$ cat config.mk
export PLATFORM = sky130hd
export DESIGN_NAME = wb_slave_register
export DESIGN_NICKNAME = d
export VERILOG_FILES = /design/src/rtl/wb_slave_register.sv
export SDC_FILE = /design/constraint.sdc
export NUM_CORES = 1
export LEC_CHECK = 0
export BUFFER_PORTS_ARGS = -buffer_cell sky130_fd_sc_hd__buf_2
export CORE_ASPECT_RATIO = 1.4
export CORE_UTILIZATION = 55
export CTS_BUF_LIST = sky130_fd_sc_hd__clkbuf_4
export CTS_CLUSTER_DIAMETER = 80
export DETAILED_ROUTE_END_ITERATION = 6
export MAX_ROUTING_LAYER = met4
export PLACE_DENSITY = 0.73
export SLEW_MARGIN = 10
export SYNTH_ARGS = -nofsm -noshare
export SYNTH_HDL_FRONTEND = slang
export SYNTH_SLANG_ARGS = --single-unit
$ cat constraint.sdc
create_clock -name clk_i -period 2.9 [get_ports clk_i]
set_input_delay 0.29 -clock clk_i [delete_from_list [all_inputs] [get_ports clk_i]]
set_output_delay 0.29 -clock clk_i [all_outputs]
set_load 0.01 [all_outputs]
$ cat src/rtl/wb_slave_register.sv
// Wishbone B4 classic-cycle register bank with byte-lane writes and a single-wait-state ACK.
// Optional WB_SLAVE_REGISTER_ERR_EN adds err_o, raised instead of ack_o for out-of-range accesses.
module wb_slave_register #(
  parameter int ADDR_WIDTH = 16,
  parameter int DATA_WIDTH = 32,
  parameter int GRANULE    = 8,
  parameter int NUM_REGS   = 16
) (
  input  logic                             clk_i,
  input  logic                             rst_i,
  input  logic [ADDR_WIDTH-1:0]            adr_i,
  input  logic [DATA_WIDTH-1:0]            dat_i,
  output logic [DATA_WIDTH-1:0]            dat_o,
  input  logic [(DATA_WIDTH/GRANULE)-1:0]  sel_i,
  input  logic                             we_i,
  input  logic                             cyc_i,
  input  logic                             stb_i,
  output logic                             ack_o
`ifdef WB_SLAVE_REGISTER_ERR_EN
  ,
  output logic                             err_o
`endif
);

  localparam int SEL_WIDTH = DATA_WIDTH / GRANULE;
  localparam int OFFS_BITS = (SEL_WIDTH > 1) ? $clog2(SEL_WIDTH) : 0;
  localparam int IDX_BITS  = (NUM_REGS > 1) ? $clog2(NUM_REGS) : 1;

  logic [DATA_WIDTH-1:0] regs_r [NUM_REGS];
  logic [DATA_WIDTH-1:0] dat_r;
  logic                  ack_r;
  logic [ADDR_WIDTH-1:0] word_idx_s;
  logic [IDX_BITS-1:0]   idx_s;
  logic                  in_range_s;
  logic                  req_s;
  logic [DATA_WIDTH-1:0] mask_s;
  logic [DATA_WIDTH-1:0] cur_s;

  // Expand the per-lane select into a bit mask over the data word.
  function automatic logic [DATA_WIDTH-1:0] lane_mask(input logic [SEL_WIDTH-1:0] sel);
    logic [DATA_WIDTH-1:0] m;
    m = '0;
    for (int k = 0; k < SEL_WIDTH; k++) begin
      m[k*GRANULE +: GRANULE] = {GRANULE{sel[k]}};
    end
    return m;
  endfunction

  // Replace only the selected lanes of the old word with the new data.
  function automatic logic [DATA_WIDTH-1:0] lane_merge(input logic [DATA_WIDTH-1:0] old_w,
                                                        input logic [DATA_WIDTH-1:0] new_w,
                                                        input logic [DATA_WIDTH-1:0] m);
    return (old_w & ~m) | (new_w & m);
  endfunction

  assign word_idx_s = adr_i >> OFFS_BITS;
  assign idx_s      = word_idx_s[IDX_BITS-1:0];
  assign in_range_s = (word_idx_s < ADDR_WIDTH'(NUM_REGS));
  assign req_s      = cyc_i & stb_i & ~ack_r;
  assign mask_s     = lane_mask(sel_i);

  // Current contents of the addressed register; zero when the address is outside the bank.
  always_comb begin
    cur_s = '0;
    if (in_range_s) begin
      cur_s = regs_r[idx_s];
    end else begin
      cur_s = '0;
    end
  end

`ifdef WB_SLAVE_REGISTER_ERR_EN
  logic err_r;

  // Remember whether the pending acknowledge belongs to an out-of-range access.
  always_ff @(posedge clk_i) begin
    if (!rst_i) begin
      err_r <= 1'b0;
    end else if (req_s) begin
      err_r <= ~in_range_s;
    end else begin
      err_r <= err_r;
    end
  end

  assign ack_o = ack_r & cyc_i & stb_i & ~err_r;
  assign err_o = ack_r & cyc_i & stb_i & err_r;
`else
  assign ack_o = ack_r & cyc_i & stb_i;
`endif

  // Acknowledge flag, read data register and register bank; reset overrides any access.
  always_ff @(posedge clk_i) begin
    if (!rst_i) begin
      ack_r <= 1'b0;
      dat_r <= '0;
      for (int i = 0; i < NUM_REGS; i++) begin
        regs_r[i] <= '0;
      end
    end else if (req_s) begin
      ack_r <= 1'b1;
      if (we_i) begin
        if (in_range_s) begin
          regs_r[idx_s] <= lane_merge(regs_r[idx_s], dat_i, mask_s);
        end
      end else begin
`ifdef WB_SLAVE_REGISTER_ERR_EN
        if (in_range_s) begin
          dat_r <= cur_s & mask_s;
        end
`else
        dat_r <= cur_s & mask_s;
`endif
      end
    end else begin
      ack_r <= 1'b0;
    end
  end

  assign dat_o = dat_r;

endmodule

=== Yosys cells after proc, flatten, opt, wreduce, memory -nomap -nowiden ===
Memory sizes are Yosys's and may differ from the RTL's.
Cells that the tools add are included.

* Flip-flop bits (word level): 33
* Latch bits: 0
* RAM bits: 512
* ROM bits: 0
* Bits of input ports: 57
* Word-level logic and storage cells: 28
* Memories: 1

* Add/sub/neg operators: 0
* Multiply operators: 0
* Div/mod/pow operators: 0
* $lt $le $gt $ge: 1
* Eq/ne operators: 0
* Shifts and indexed selects: 0
* Multiplexer cells: 11
* Bitwise gates (word level): 11
* Reduce and logical (&&, ||, !) cells: 2

{| class="wikitable"
|+ Memories
! name !! words !! width !! read ports !! clocked after memory_dff !! write ports !! line !! source
|-
| regs_r || 16 || 32 || 1 || 0 || 16 || 29 || <nowiki>logic [DATA_WIDTH-1:0] regs_r [NUM_REGS];</nowiki>
|}

{| class="wikitable"
|+ Operators by type and width
! operator !! number
|-
| $and A32 B32 Y32 || 3
|-
| $mux W32 || 2
|-
| $not A32 Y32 || 1
|-
| $or A32 B32 Y32 || 1
|-
| $reduce_or A32 Y1 || 1
|-
| $lt A14 B5 Y1 const B || 1
|-
| $mux W1 || 8
|-
| $and A1 B1 Y1 || 4
|-
| $mux W4 || 1
|-
| $not A1 Y1 || 2
|-
| $reduce_and A2 Y1 || 1
|}

=== Depth between registers and ports, before layout ===
Gate-level depths: netlist of the first run.

* Depth after elaboration: 8
* Depth in mapped cells: 8
* Mapped depth without buffers: 4

=== Least setup slack after synthesis of the first run ===
OpenSTA, ideal clock, no wires.

* Path type: input to register
* From: input adr_i[15]
* To: memory regs_r[13][0], enable pin
* Setup time: 0.389 ns
* Arrival: 2.605 ns
* Setup slack: -0.094 ns
* Stages: 6
* Buffers on the path: 2
* Cells stage by stage: or4_1 -> nor4b_4 -> buf_6 -> nand4_4 -> buf_4 -> nand2_1

{| class="wikitable"
|+ RTL lines
! element !! line !! source
|-
| start: declaration || 11 || <nowiki>input logic [ADDR_WIDTH-1:0] adr_i,</nowiki>
|-
| end: declaration || 29 ||
|}

==> results_dict.tcl, run 1 <==
set metrics [dict create \
    boundaryPins 90 \
    crit_path_end_kind "flip-flop" \
    cts_tree "yes" \
    status "completed" \
    root_buffer "clkbuf_4" \
    p_leak_nw 10.8 \
    syn_area_mm2 0.0247 \
    die_h_um 253 \
    num_rows 91 \
    min_path_type "in2reg" \
    synth-seq-cells 545 \
    drc 0 \
    cts_buffers 121 \
    setup_ws_ns 0.575 \
    setup_viol 0 \
    fin_crit_sh_pct 80.2 \
    place_area_mm2 0.0264 \
    core-area_mm2 0.0442 \
    use_met2_pct 53.9 \
    power.density_mw_per_mm2 580 \
    tightest_slew_ns 0.657 \
    clock_latency_ns 0.90 \
    grt_pass1_vias 18232 \
    ant_nets 0 \
    crit_required_ns 3.60 \
    viasPerCell 6.55 \
    grt_usage_pct 32.3 \
    p_int_mw 12.5 \
    syn_to_final_growth_pct 15.2 \
    port_buffers 87 \
    ctsHtreeMaxLevel 3 \
    grt_pass1_wl_um 105000 \
    grt-ovfl-total 0 \
    dp_slack_ns 0.301 \
    critPathMaxFanout 32 \
    grt_max_degree 69 \
    cap_violations 0 \
    power.share.sequential_pct 53.7 \
    wl_per_cell_um 25.6 \
    grt_busiest_layer "met2" \
    fillers 3383 \
    switching_share_pct 24.0 \
    fp.dieW_um 181 \
    post-route-min-period_ns 2.33 \
    power_switching_mw 3.96 \
    die-area_mm2 0.0457 \
    syn_avg_cell_area_um2 12.8 \
    multi_input_area_mm2 0.00785 \
    nets 2154 \
    antenna_found_initial 2 \
    seq_area_mm2 0.0160 \
    hold_viol 0 \
    crit_chain "nand4b_1 -> nor4b_4 -> buf_12 -> nand4_1 -> buf_4 -> nor3_1" \
    wirelength_um 70800 \
    vias 18092 \
    post_cts_resized 0 \
    clkPwrFrac_pct 38.0 \
    synth_cell_types 29 \
    ir_drop_mv 0.428 \
    gp_congestion 0.810 \
    layout_common_cells "nor3_1, edfxtp_1, mux2i_1" \
    rsz0062_at_grt "no" \
    drt_pre_antenna_iters 6 \
    initial_utilization_pct 55.8 \
    relSlewSlack_pct 56.2 \
    fin_area_mm2 0.0284 \
    slew_violations 0 \
    hpwl_um 39900 \
    async_reset_ff_share_pct 0 \
    use_met1_pct 37.3 \
    clock-sinks 545 \
    cp_slowest_stage_delay_ns 0.41 \
    clk_pin_slew_ns 0.07 \
    synth_ff_type "edfxtp_1" \
    clock.fmax_ghz 0.430 \
    ys_seq_area_share_pct 65.0 \
    yosys_warnings 0 \
    synth_edf_count 512 \
    worstSetupPathType "reg2reg" \
    clock_path_buffers 3 \
    fin_worst_skew_ns 0.0338 \
    syn-num-nets 1987 \
    arrival_ns 3.03 \
    syn_inst 1930 \
    drt_iter0_markers 2037 \
    met3_usage_pct 5.36 \
    slowest_stage "nor4b_4" \
    drive_gt1_share_pct 20.7 \
    power_frac_comb_pct 8.3 \
    start_kind "flip-flop" \
]
==> cells in the mapped netlist (4+ instances only) <==
library cell	n	area (µm²)
edfxtp_1	512	15400
nor3_1	512	2560
mux2i_1	256	2560
a22oi_1	128	961
clkbuf_1	103	387
nand4_1	70	438
a21oi_1	64	320
buf_1	57	214
nand2_1	50	188
nor2b_1	36	225
dfxtp_1	33	661
buf_2	32	160
nand3_1	32	160
nand3_4	7	123
buf_4	6	45.0
buf_6	4	45.0
nand2b_1	4	25.0
nor2_1	4	15.0
or2_2	4	25.0
==> cells by family after synthesis <==
logic type / after synthesis / share of synthesized area [%]
flip-flops: 545 / 65.0
buffers and inverters: 203 / 3.46
multiplexers: 256 / 10.4
AO/OA/AOI/OAI: 193 / 5.23
AND/OR/NAND/NOR: 733 / 15.9
==> worst paths after layout <==
check | startpoint | endpoint | slack [ns] | depth (start not counted)
setup reg to reg | ack_r | regs_r[2][8] | 0.57 | 6
setup / recovery | ack_r | regs_r[2][8] | 0.57 | 6
hold reg to reg | dat_o[24] | dat_o[24] | 0.46 | 2
hold / removal | adr_i[6] | dat_o[28] | 0.10 | 6
==> worst max-delay path, delay by kind of cell (launching register included) <==
family / cells / cell delay, ns
AND/OR/NAND/NOR: 4 / 1.21
buffers and inverters: 2 / 0.61
flip-flops: 1 / 0.32
==> timing repair <==
| action | CTS | global route |
|---|---|---|
| endpoints found under the setup margin | 0 | 0 |
| hold buffers | 38 | 0 |
| hold endpoints to repair | 453 | 0 |
| setup buffers | 0 | 0 |
==> per-stage QoR <==
step,power (mW),util (%),hold slack (ns),instances,TNS [ns]
after global routing,17.0,64.3,0.102,2762,0
after floorplan,9.81,-,0.482,1930,-2.25
final,16.5,64.3,0.103,2762,0
after global placement,10.3,59.7,0.439,2494,0
after detailed placement,10.3,59.7,0.440,2494,0
after CTS,16.5,64.3,0.0449,2760,0
==> power groups by stage <==
stage	clock network [mW]	logic (mW)	registers [mW]
detailed placement	0	1.31	9.03
global placement	0	1.28	9.01
CTS	6.33	1.35	8.85
finish	6.27	1.37	8.85
global route	6.72	1.45	8.87
floorplan	0	0.799	9.01
==> state kept, by name, indices dropped and copies added (netlist names) <==
signal / flops
ack_r: 1
dat_o: 32
regs_r: 512
==> per-layer routing <==
metal	routed length [µm]	vias up	share of wire, %
met4	3410	0	4.8
met1	24800	8725	35
met2	35500	1157	50
li1	-	7968	-
met3	7120	242	10
met5	0	-	0
==> area by class of cell <==
| type | instances | share of cell area [%] |
|---|---|---|
| Sequential cell | 545 | 56.4 |
| Multi-Input combinational cell | 1182 | 27.6 |
| Timing Repair Buffer | 246 | 7.56 |
| Clock buffer | 201 | 5.31 |
| Tap cell | 558 | 2.46 |
| Clock inverter | 27 | 0.572 |
| Antenna cell | 2 | 0.0176 |
| Inverter | 1 | 0.0132 |
(Power assumes the default switching activity.)
==> run 2, diff against run 1 <==
--- a/config.mk
+++ b/config.mk
@@ -5,6 +5,7 @@
 export SDC_FILE = /design/constraint.sdc
 export NUM_CORES = 1
 export LEC_CHECK = 0
+export ABC_AREA = 1
 export BUFFER_PORTS_ARGS = -buffer_cell sky130_fd_sc_hd__buf_2
 export CORE_ASPECT_RATIO = 1.4
 export CORE_UTILIZATION = 55
==> constraint.sdc (replaced) <==
create_clock -name clk_i -period 1.9 [get_ports clk_i]
set_input_delay 0.19 -clock clk_i [delete_from_list [all_inputs] [get_ports clk_i]]
set_output_delay 0.19 -clock clk_i [all_outputs]
set_load 0.01 [all_outputs]
==> run 2 against run 1 <==
Against the previous run: the flow now finishes with violations (setup timing); cell count is 40% higher; power is 58% higher; setup slack worse by 0.65 ns; global-route usage is 0.43 points higher; routed wire length is 8.3% higher; clock skew is 0.017 ns higher; non-clock buffer count is 62 higher.
==> results_dict.tcl, run 2 <==
set metrics [dict create \
    fin_crit_sh_pct 104 \
    violations "setup timing" \
    yosys_warnings 0 \
    crit_start "ack_r" \
    drc 0 \
    crit_chain "inv_2 -> nand3_2 -> inv_1 -> nand2_1 -> inv_2 -> nand2_2 -> or2_4 -> nor2_4 -> nand2_1 -> nand2_4 -> buf_12" \
    clock_path_buffers 3 \
    synth.cells.most_frequent "nand2_1, nor2_1, edfxtp_1" \
    hold_viol 0 \
    start_kind "flip-flop" \
    p_leak_nw 14.1 \
    slowest_stage "dfxtp_2" \
    cts_buffers 131 \
    die_h_um 258 \
    placed_cells 3584 \
    syn_to_final_growth_pct 20.9 \
    yosysMostFrequentCell "nand2_1" \
    ctsHtreeMaxLevel 4 \
    final_common_cell "nand2_1" \
    root_buffer "clkbuf_4" \
    synth_top_area_share_pct 59.8 \
    layout_common_cells "nand2_1, nor2_1, edfxtp_1" \
    setup_viol 264 \
    critPathMaxFanout 13 \
    cts_tree "yes" \
    synth_top_area_cell "edfxtp_1" \
    boundaryPins 90 \
    fp.dieW_um 185 \
    syn_avg_cell_area_um2 8.86 \
    async_reset_ff_share_pct 0 \
    vias 21152 \
    worstSetupPathType "reg2reg" \
    tightest_slew_ns 0.748 \
    synth_edf_count 512 \
    setup_ws_ns -0.0705 \
    initial_utilization_pct 55.8 \
    clk_pin_slew_ns 0.07 \
    ys_seq_area_share_pct 62.4 \
    num_rows 93 \
    gp_congestion 0.874 \
    slew_violations 0 \
    core-area_mm2 0.0461 \
    clock-sinks 545 \
    grt-ovfl-total 0 \
    crit_path_end_kind "flip-flop" \
    syn_area_mm2 0.0257 \
    cp_slowest_stage_delay_ns 0.32 \
    ys_top_cells_by_area "edfxtp_1, nand2_1, nor2_1" \
    drt_iter0_markers 2274 \
    power.density_mw_per_mm2 840 \
    arrival_ns 2.54 \
    fillers 3526 \
    top_register "regs_r" \
    die-area_mm2 0.0476 \
    fin_hold_ws_ns 0.0844 \
    synth-seq-cells 545 \
    fin_worst_skew_ns 0.0504 \
    post-route-min-period_ns 1.97 \
    ir_drop_mv 0.437 \
    viasPerCell 5.47 \
    grt_max_degree 53 \
    synth_ff_type "edfxtp_1" \
    clock_latency_ns 0.87 \
    nets 3207 \
    grt_usage_pct 32.7 \
    crit_required_ns 2.47 \
    stdcell_count 3864 \
    wl_per_cell_um 19.8 \
    clock.fmax_ghz 0.507 \
    drt_pre_antenna_iters 5 \
    ant_nets 0 \
    port_buffers 87 \
    rsz0062_at_grt "yes" \
    min_path_type "in2reg" \
    syn-num-nets 2956 \
    postLayoutCoreUtil_pct 67.4 \
    grt_pass1_wl_um 112000 \
    seq_area_mm2 0.0160 \
    syn_inst 2899 \
    hpwl_um 45900 \
    r2r-start "ack_r" \
    dp_slack_ns -0.122 \
    status "finished with violations" \
    multi_input_area_mm2 0.00892 \
    largest_register_ffs 512 \
    grt_pass1_vias 20596 \
    min-delay-start "dat_i[4]" \
    drive_gt1_share_pct 19.4 \
    relSlewSlack_pct 50.1 \
    cap_violations 0 \
    antenna_found_initial 2 \
    finalSetupTns_ns -7.17 \
    wirelength_um 76700 \
    synth_cell_types 21 \
]
-- run 2: layer usage --
layer | part of all wire (%) | up-vias | routed length (µm) | global-route usage (%)
met2 | 51 | 1151 | 38800 | 55.8
met5 | 0 | - | 0 | -
met4 | 6.8 | 0 | 5220 | 20.1
met1 | 34 | 9917 | 26300 | 35.7
li1 | - | 9768 | - | -
met3 | 8.4 | 316 | 6410 | 5.11
-- run 2: logic make-up after synthesis --
kind of cell	after synthesis	share of synthesized area, %
AOI/OAI and AO/OA	64	1.25
and+or+nand+nor	2083	31.2
DFF	545	62.4
buffers and inverters	207	5.14
-- run 2: per-stage QoR --
step / cell area (µm²) / total power, mW
2_1_floorplan: 25900 / 15.3
3_3_place_gp: 28300 / 16.3
3_5_place_dp: 28300 / 16.4
4_1_cts: 30500 / 26.1
5_1_grt: 31100 / 27.0
6_report: 31100 / 26.1
-- run 2: final timing paths --
path	to	slack, ns	cells after the start
setup / recovery	regs_r[9][25]	-0.07	11
hold / removal	regs_r[4][4]	0.08	4
setup reg to reg	regs_r[9][25]	-0.07	11
hold reg to reg	dat_o[13]	0.46	2
-- run 2: timing repair --
item / in CTS / in global routing
setup buffers: 1 / 4
cloned: 1 / 8
endpoints found under the setup margin: 522 / 457
endpoints found under the hold margin: 439 / 1
hold buffers: 36 / 1
gates resized for setup: 34 / 108
pin swaps: 3 / 3
-- run 2: final cells by class --
cell class,instances,area share (%)
clock buffers,188,4.54
multi-input cells,2147,28.7
inverters,17,0.230
clock inverters,39,0.850
diodes,3,0.0242
well taps,617,2.48
repair buffers,308,11.5
flip-flops and latches,545,51.6
-- run 2: critical path, delay by kind of cell, from the launching register on --
family / cells / cell delay (ns)
AND/OR/NAND/NOR: 7 / 1.02
buffers and inverters: 4 / 0.34
flip-flops: 1 / 0.32
-- run 2: where the power goes --
group	switching (mW)	total, mW	internal (mW)
sequential	0.104	13.5	13.4
combinational	1.83	2.79	0.962
clock	4.68	9.78	5.10
total	6.62	26.1	19.5
==> run 3, diff against run 2 <==
--- a/config.mk
+++ b/config.mk
@@ -8,6 +8,7 @@
 export ABC_AREA = 1
 export BUFFER_PORTS_ARGS = -buffer_cell sky130_fd_sc_hd__buf_2
 export CORE_ASPECT_RATIO = 1.4
+export CORE_MARGIN = 3
 export CORE_UTILIZATION = 55
 export CTS_BUF_LIST = sky130_fd_sc_hd__clkbuf_4
 export CTS_CLUSTER_DIAMETER = 80
==> run 3 against run 2 <==
Against the previous run: the flow finishes with violations (DRC, setup timing); clock power shrank 6.7%; routed wire length increased by 0.79%; combinational power up 7.2%; hold slack got worse by 0.010 ns; global-route usage fell by 2.2 points; design area increased by 1.2%; clock skew up 0.0071 ns; largest cell class unchanged; highest routed layer unchanged.
==> results_dict.tcl, run 3 (same netlist as run 2, synthesis figures left out) <==
set metrics [dict create \
    status "finished with violations" \
    drt_pre_antenna_iters 7 \
    setup_ws_ns -0.169 \
    crit_chain "inv_2 -> nand3_2 -> inv_2 -> nand2_2 -> inv_2 -> nand2_4 -> or2_4 -> buf_4 -> nor2_4 -> nand2_4 -> nand2_4 -> buf_12" \
    drc 2 \
    core-area_mm2 0.0461 \
    multi_input_area_mm2 0.00888 \
    crit_path_end_kind "flip-flop" \
    final_common_cell "nand2_1" \
    die_h_um 262 \
    port_buffers 87 \
    rsz0062_at_grt "yes" \
    finalSetupTns_ns -40.47 \
    grt_usage_pct 30.5 \
    tightest_slew_ns 0.765 \
    grt-ovfl-total 0 \
    grt_pass1_vias 20913 \
    power.density_mw_per_mm2 816 \
    fin_crit_sh_pct 109 \
    post-route-min-period_ns 2.07 \
    clk_pin_slew_ns 0.07 \
    num_rows 93 \
    clock_latency_ns 0.90 \
    cap_violations 0 \
    hpwl_um 45400 \
    dp_slack_ns -0.114 \
    ir_drop_mv 0.454 \
    antenna_found_initial 4 \
    boundaryPins 90 \
    cp_slowest_stage_delay_ns 0.32 \
    root_buffer "clkbuf_4" \
    grt_max_degree 41 \
    crit_required_ns 2.47 \
    arrival_ns 2.64 \
    p_leak_nw 14.3 \
    layout_common_cells "nand2_1, nor2_1, edfxtp_1" \
    seq_area_mm2 0.0160 \
    fin_total_pwr_mw 25.7 \
    clock-sinks 545 \
    cts_tree "yes" \
    violations "DRC, setup timing" \
    nets 3218 \
    slowest_stage "dfxtp_2" \
    ctsHtreeMaxLevel 3 \
    setup_viol 679 \
    drive_gt1_share_pct 19.7 \
    fillers 3365 \
    fp.dieW_um 189 \
    hold_viol 0 \
    initial_utilization_pct 55.8 \
    worstSetupPathType "reg2reg" \
    wirelength_um 77300 \
    largest_register_ffs 512 \
    syn_to_final_growth_pct 22.4 \
    clock.fmax_ghz 0.483 \
    die-area_mm2 0.0494 \
    ant_nets 0 \
    grt_pass1_wl_um 112000 \
    postLayoutCoreUtil_pct 68.2 \
    vias 21398 \
    relSlewSlack_pct 49.0 \
    drt_iter0_markers 2408 \
    slew_violations 0 \
    gp_congestion 0.861 \
    fin_worst_skew_ns 0.0575 \
    min_path_type "in2reg" \
    cts_buffers 120 \
    top_register "regs_r" \
    fin_hold_ws_ns 0.0741 \
    critPathMaxFanout 16 \
    start_kind "flip-flop" \
    viasPerCell 5.51 \
    wl_per_cell_um 19.9 \
    clock_path_buffers 3 \
]
## run 3: final timing paths
| check | startpoint | to | slack [ns] | cells past startpoint |
|---|---|---|---|---|
| setup / recovery | ack_r | regs_r[7][30] | -0.17 | 12 |
| hold / removal | we_i | dat_o[30] | 0.07 | 7 |
| setup reg to reg | ack_r | regs_r[7][30] | -0.17 | 12 |
| hold reg to reg | dat_o[15] | dat_o[15] | 0.46 | 2 |
## run 3: stage by stage
step	cells	instance area [µm²]
6_report	3881	31400
5_1_grt	3881	31400
4_1_cts	3850	30600
3_5_place_dp	3582	28400
3_3_place_gp	3582	28400
2_1_floorplan	2899	25900
## run 3: where the power goes
part	leakage (nW)	internal, mW	switching [mW]
logic	7.83	1.12	1.87
clock network	0.925	4.57	4.56
registers	5.56	13.4	0.105
total	14.3	19.1	6.53
## run 3: what timing repair did
item                       4_1_cts  5_1_grt
setup endpoints to repair      939      823
buffers inserted                 6       11
gates resized for setup         43      101
hold endpoints to repair       528        0
pin swaps                        2        2
cloned                           4       15
hold buffers                    38        0
## run 3: worst max-delay path: cells and delay by family, from the launching register on
family,cells,cell delay [ns]
buf+inv,5,0.55
flops,1,0.32
simple gates,7,0.86
## run 3: routing by layer
metal  vias to the layer above  part of all wire, %  GRT usage [%]
met1                      9947                   34           34.2
met4                         0                  6.5           17.4
met3                       321                   10           4.47
met5                         -                    0              -
met2                      1338                   50           52.4
li1                       9792                    -              -
## run 3: cell type report
cell class	instances	area share, %
diodes	5	0.0398
clock buffers	186	4.44
clock inverters	34	0.517
inverters	17	0.227
multi-input cells	2147	28.2
flip-flops and latches	545	51.0
well taps	617	2.45
repair buffers	330	13.1
